`src/rtl/condicionador_pkg.sv`:
```
// condicionador_pkg
//    Shared types and constants for the push-button conditioning stage.
//    - estado_cond_t : FSM state type with fixed 3-bit encodings
//                      (also exported on the db_estado debug port).
//    - N_BOTOES      : number of push-button lines.
//    - DB_ESTADO_W   : width of the debug state port.
//    - conta_bits    : population count of a button vector.
package condicionador_pkg;

   localparam int unsigned N_BOTOES    = 4;
   localparam int unsigned DB_ESTADO_W = 3;

   typedef enum logic [DB_ESTADO_W-1:0] {
      OCIOSO      = 3'b000,
      FILTRANDO   = 3'b001,
      PRESSIONADO = 3'b010,
      SOLTANDO    = 3'b011
   } estado_cond_t;

   function automatic int unsigned conta_bits(input logic [N_BOTOES-1:0] v);
      int unsigned n;
      n = 0;
      for (int unsigned i = 0; i < N_BOTOES; i++) begin
         n += int'(v[i]);
      end
      return n;
   endfunction

endpackage

```
`src/rtl/condicionador_botoes_sincronizador_2ff.sv`:
```
// sincronizador_2ff
//    Two-flop synchroniser for asynchronous inputs, parameterised width.
//    Ports:
//       clock  in           system clock, rising edge
//       reset  in           synchronous, active-high; clears both stages
//       d      in  LARGURA  asynchronous input bus
//       q      out LARGURA  second-stage (synchronised) value
module sincronizador_2ff #(
   parameter int unsigned LARGURA = 1
) (
   input  logic               clock,
   input  logic               reset,
   input  logic [LARGURA-1:0] d,
   output logic [LARGURA-1:0] q
);

   logic [LARGURA-1:0] estagio1_q, estagio1_d;
   logic [LARGURA-1:0] estagio2_q, estagio2_d;

   always_comb begin
      estagio1_d = d;
      estagio2_d = estagio1_q;
   end

   always_ff @(posedge clock) begin
      if (reset) begin
         estagio1_q <= '0;
         estagio2_q <= '0;
      end else begin
         estagio1_q <= estagio1_d;
         estagio2_q <= estagio2_d;
      end
   end

   assign q = estagio2_q;

endmodule

```
`src/rtl/condicionador_botoes.sv`:
```
// condicionador_botoes
//    Synchronises and debounces four raw push buttons and emits one
//    registered one-hot play code with a single-cycle strobe per accepted
//    press. A press must be followed by a debounced release before the
//    next one can be accepted.
//    Optional feature macro: CONDICIONADOR_INVALIDA_EN (adds the
//    jogada_invalida strobe for multi-button presses).
//    Parameters:
//       DEBOUNCE_CICLOS  stable synchronised samples to accept press/release (1..255)
//    Ports:
//       clock            in  1  system clock, rising edge
//       reset            in  1  synchronous, active-high
//       botoes           in  4  raw asynchronous button lines, active-high
//       habilita         in  1  presses are accepted only while high
//       jogada           out 4  last accepted one-hot code
//       jogada_feita     out 1  one-cycle strobe when jogada updates
//       jogada_invalida  out 1  one-cycle strobe on multi-button press (macro only)
//       db_estado        out 3  current FSM encoding
module condicionador_botoes
   import condicionador_pkg::*;
#(
   parameter int unsigned DEBOUNCE_CICLOS = 3
) (
   input  logic                   clock,
   input  logic                   reset,
   input  logic [N_BOTOES-1:0]    botoes,
   input  logic                   habilita,
   output logic [N_BOTOES-1:0]    jogada,
   output logic                   jogada_feita,
`ifdef CONDICIONADOR_INVALIDA_EN
   output logic                   jogada_invalida,
`endif
   output logic [DB_ESTADO_W-1:0] db_estado
);

   localparam int unsigned CW = $clog2(DEBOUNCE_CICLOS + 1);
   localparam logic [CW-1:0] D_C   = CW'(DEBOUNCE_CICLOS);
   localparam logic [CW-1:0] UM_C  = CW'(1);

   logic [N_BOTOES-1:0] s;

   estado_cond_t        estado_q, estado_d;
   logic [CW-1:0]       cnt_q, cnt_d;
   logic [N_BOTOES-1:0] cand_q, cand_d;
   logic [N_BOTOES-1:0] jogada_q, jogada_d;
   logic                feita_q, feita_d;
`ifdef CONDICIONADOR_INVALIDA_EN
   logic                invalida_q, invalida_d;
`endif

   logic [CW-1:0]       cnt_inc;
   logic                s_nao_zero;
   logic                s_multi;
   logic                s_one_hot;

   sincronizador_2ff #(
      .LARGURA (N_BOTOES)
   ) u_sinc (
      .clock (clock),
      .reset (reset),
      .d     (botoes),
      .q     (s)
   );

   // Saturating increment; saturation also lets D=1 leave SOLTANDO on the
   // first zero sample after entry.
   always_comb begin
      cnt_inc    = (cnt_q >= D_C) ? D_C : cnt_q + UM_C;
      s_nao_zero = (s != '0);
      s_multi    = ((s & (s - N_BOTOES'(1))) != '0);
      s_one_hot  = s_nao_zero && !s_multi;
   end

   always_comb begin
      estado_d = estado_q;
      cnt_d    = cnt_q;
      cand_d   = cand_q;
      jogada_d = jogada_q;
      feita_d  = 1'b0;
`ifdef CONDICIONADOR_INVALIDA_EN
      invalida_d = 1'b0;
`endif
      case (estado_q)
         OCIOSO: begin
            if (s_nao_zero) begin
               if (s_one_hot && habilita) begin
                  cand_d = s;
                  cnt_d  = UM_C;
                  // With a single-sample filter the first sample is the accept.
                  if (D_C == UM_C) begin
                     estado_d = PRESSIONADO;
                     jogada_d = s;
                     feita_d  = 1'b1;
                  end else begin
                     estado_d = FILTRANDO;
                  end
               end else begin
                  estado_d = PRESSIONADO;
`ifdef CONDICIONADOR_INVALIDA_EN
                  invalida_d = habilita && s_multi;
`endif
               end
            end
         end
         FILTRANDO: begin
            if (!habilita || (s != cand_q)) begin
               estado_d = OCIOSO;
            end else begin
               cnt_d = cnt_inc;
               if (cnt_inc == D_C) begin
                  estado_d = PRESSIONADO;
                  jogada_d = cand_q;
                  feita_d  = 1'b1;
               end
            end
         end
         PRESSIONADO: begin
            if (!s_nao_zero) begin
               estado_d = SOLTANDO;
               cnt_d    = UM_C;
            end
         end
         SOLTANDO: begin
            if (s_nao_zero) begin
               estado_d = PRESSIONADO;
            end else begin
               cnt_d = cnt_inc;
               if (cnt_inc == D_C) begin
                  estado_d = OCIOSO;
               end
            end
         end
         default: begin
            estado_d = OCIOSO;
         end
      endcase
   end

   always_ff @(posedge clock) begin
      if (reset) begin
         estado_q <= OCIOSO;
         cnt_q    <= '0;
         cand_q   <= '0;
         jogada_q <= '0;
         feita_q  <= 1'b0;
`ifdef CONDICIONADOR_INVALIDA_EN
         invalida_q <= 1'b0;
`endif
      end else begin
         estado_q <= estado_d;
         cnt_q    <= cnt_d;
         cand_q   <= cand_d;
         jogada_q <= jogada_d;
         feita_q  <= feita_d;
`ifdef CONDICIONADOR_INVALIDA_EN
         invalida_q <= invalida_d;
`endif
      end
   end

   assign jogada       = jogada_q;
   assign jogada_feita = feita_q;
`ifdef CONDICIONADOR_INVALIDA_EN
   assign jogada_invalida = invalida_q;
`endif
   assign db_estado    = estado_q;

endmodule
```
`config.mk`:
```
export PLATFORM = sky130hd
export DESIGN_NAME = condicionador_botoes
export DESIGN_NICKNAME = d
export VERILOG_FILES = /design/src/rtl/condicionador_pkg.sv /design/src/rtl/condicionador_botoes_sincronizador_2ff.sv /design/src/rtl/condicionador_botoes.sv
export SDC_FILE = /design/constraint.sdc
export NUM_CORES = 1
export LEC_CHECK = 0
export CAP_MARGIN = 25
export CELL_PAD_IN_SITES_DETAIL_PLACEMENT = 1
export CELL_PAD_IN_SITES_GLOBAL_PLACEMENT = 1
export CORE_MARGIN = 10
export CORE_UTILIZATION = 30
export DETAILED_ROUTE_END_ITERATION = 10
export GPL_ROUTABILITY_DRIVEN = 0
export PLACE_DENSITY = 0.61
export SYNTH_ARGS = -nofsm -noshare
export SYNTH_HDL_FRONTEND = slang
export SYNTH_SLANG_ARGS = --single-unit
```
`constraint.sdc`:
```
create_clock -name clock -period 2.45 [get_ports clock]
set_clock_uncertainty 0.15 [all_clocks]
set_input_delay 0.6125 -clock clock [delete_from_list [all_inputs] [get_ports clock]]
set_output_delay 0.6125 -clock clock [all_outputs]
set_load 0.01 [all_outputs]
```
==> metrics.md <==
| Metric | Value |
|---|---|
| Synthesized Nets | 101 |
| Mux cell area share after synthesis | 8.77% |
| Run status | finished, final reports clean |
| Placement Rows | 19 |
| Maximum fanout along the worst path | 8 |
| Number of enable flip-flop cells after synthesis | 0 |
| Vias post-DR | 677 |
| DRT Pass-1 Iters | 3 |
| Worst-path clk slew | 120 ps |
| Syn avg cell area | 9.72 sq um |
| Worst IR drop on VDD | 350 uV |
| ANT nets after route | 0 |
| Synth Register Bits | 21 |
| Critical path type | reg -> out |
| Largest net degree at the start of global routing | 13 |
| CP arrival | 1390 ps |
| Synth Flop Type | dfxtp_1 |
| I/O pin cnt | 15 |
| Synth Area in Adders | 0% |
| Post-synthesis xor/xnor area fraction | 5.62% |
| CTS Buffer Depth | 2 |
| WL/cell | 13.6 microns |
| Startpoint Class | flop |
| Combinational family with the most area after synthesis | simple AND/OR/NAND/NOR gates |
| Area Growth Syn to Fin | 18.6% |
| Compound-Gate Fraction of Synth Area | 11.9% |
| Final count of pins violating max slew | 0 |
| CTS sink count | 21 |
| HP Class | reg -> reg |
| Vias in the first global route | 703 |
| Share of cells above drive strength 1 | 11.1% |
| Post-Synthesis Cells | 94 |
| Starting Density | 32.3% |
| Hold Worst Slack | 298 ps |
| Pre-CTS setup slack | 31.2 ps |
| RR Endpoint | db_estado[1] |
| # setup viols final | 0 |
| Die ar. | 0.00565 sq mm |
| Metal3 WL | 83 microns |
| Initial antenna violation count | 0 |
| Cells after DPL | 135 |
| Post-CTS Hold Buffers | 0 |
| Top delay family on crit path | buffers and inverters |
| Die span in y | 75.2 microns |
| Worst r2r src | u_sinc.q[0] |
| DRC Markers | 0 |
| Final hold vios | 0 |
| Min-Delay Path Depth | 1 |
| Pwr per Cell Area | 607 mW/mm^2 |
| Metal-1 WL | 868 microns |
| Post-Layout Cell Count | 139 |
| Hold Startpoint | u_sinc.estagio1_q[1] |
| Setup crit start | db_estado[0] |
| I/O Buffers | 13 |
| H-Tree Depth | 1 |
| Drt total wl | 1.88 mm |
| Tcrit/Tclk final | 87.7% |
| CTS tree | built |
| Core area | 0.00283 sq mm |
| Yosys warnings | 0 |
| Post-Route Setup TNS | 0 ps |
| Vias per cell | 4.87 |
| Max stage delay on crit path | 590 ps |
| Gr usage total | 7.60% |
| DR WL met2 | 889 microns |
| Grt ovf | 0 |
| Netlist cell types | 29 |
| TritonCTS Buffers | 3 |
| Clock root buffer | clkbuf_4 |
| Dpl hpwl | 1.47 mm |
| R2R depth | 4 |
| Slowest cell on crit path | clkdlybuf4s50_1 |
| Setup WS post-layout | 302 ps |
| Fmax | 466 MHz |
| Worst reg2reg setup slack | 630 ps |
| Synthesized-area fraction occupied by and/or/nand/nor cells | 21.1% |
| Worst Hold Path EP | u_sinc.q[1] |
| Worst-Skew Late Latency | 310 ps |
| RSZ-0062 raised after global routing | no |
| Asr flop ratio synth | 0% |
| Iter 0 DRT Violations | 17 |
| Setup Buffers After CTS | 0 |
| Final design utilization | 38.3% |
| Minimum clock period after layout | 2150 ps |
| CP Capture Type | output port |
| Post_cts resized | 0 |
| Synthesized area | 913 sq um |
| N_diodes | 0 |
| Critical-path cell list | clkdlybuf4s50_1 |
| Final Net Count | 116 |
| Leakage | 0.424 nW |
| Sequential area share after synthesis | 46.0% |
| Die Wd | 75.2 microns |
| Top Metal Used | met4 |
| MaxCap Viol Count | 0 |
| CP required | 1690 ps |
| CP bufs+invs | 1 |
| First-pass GRT wire length | 3.31 mm |
-- cells in the mapped netlist (2+ instances only) --
cell type	n	area share (%)
buf_6	3	3.7
xnor2_1	3	2.9
mux2i_1	8	8.8
nand2_1	6	2.5
dfxtp_1	21	46
nor2b_1	10	6.8
inv_1	2	0.82
nor3_1	2	1.1
o21ai_0	4	2.2
nor2_1	11	4.5
nand3_1	3	1.6
clkbuf_1	2	0.82
a21oi_1	3	1.6
-- final cells by class --
class                           count  area (sq um)
Fill cell                         338          1750
Multi-Input combinational cell     65           437
Sequential cell                    21           420
Timing Repair Buffer               16           153
Tap cell                           31          38.8
Clock buffer                        3          22.5
Inverter                            2          7.51
Clock inverter                      1          5.00
-- how the worst max path moves through the flow --
stage,cells past startpoint,end,slack (ps)
floorplan,6,jogada[0],600
global placement,6,jogada[2],40
detailed placement,6,jogada[3],30
CTS,1,db_estado[0],280
global route,1,db_estado[0],220
finish,1,db_estado[0],300
-- per-layer routing --
metal	up-vias	global-route usage, %
met5	-	0
met4	0	3.71
met3	4	3.29
met2	11	11.7
met1	321	8.86
li1	341	-
-- layout by cell type, fill, tap and decap left out, types with 2 or more instances in the layout --
cell type | Yosys | layout
nand3_1 | 3 | 3
mux2i_1 | 8 | 8
nor2b_1 | 10 | 10
a21oi_1 | 3 | 3
inv_1 | 2 | 2
clkdlybuf4s50_1 | 0 | 13
nor2_1 | 11 | 11
clkbuf_4 | 0 | 3
nand2_1 | 6 | 6
nor3_1 | 2 | 2
dfxtp_1 | 21 | 21
o21ai_0 | 4 | 4
xnor2_1 | 3 | 3
buf_4 | 1 | 3
-- stage by stage --
step | total power, mW | cell area (sq um)
global route | 0.702 | 1080
finish | 0.658 | 1080
CTS | 0.673 | 1080
detailed placement | 0.501 | 1060
floorplan | 0.459 | 913
global placement | 0.499 | 1060
-- sequential cells by signal, indices dropped and copies added (netlist names) --
register,flops
jogada_feita,1
cand_q,4
cnt_q,2
jogada,4
u_sinc.q,4
db_estado,2
u_sinc.estagio1_q,4
-- power breakdown --
group	total [mW]	switching [mW]	internal (mW)
logic	0.113	0.0531	0.0600
registers	0.379	0.0204	0.358
clock network	0.166	0.105	0.0610
-- cell families after synthesis --
group           Yosys count
xor+xnor                  5
buf+inv                   8
compound gates           13
other cells               1
mux                       8
simple gates             38
flops                    21
Power figures use the tool's default switching activity.
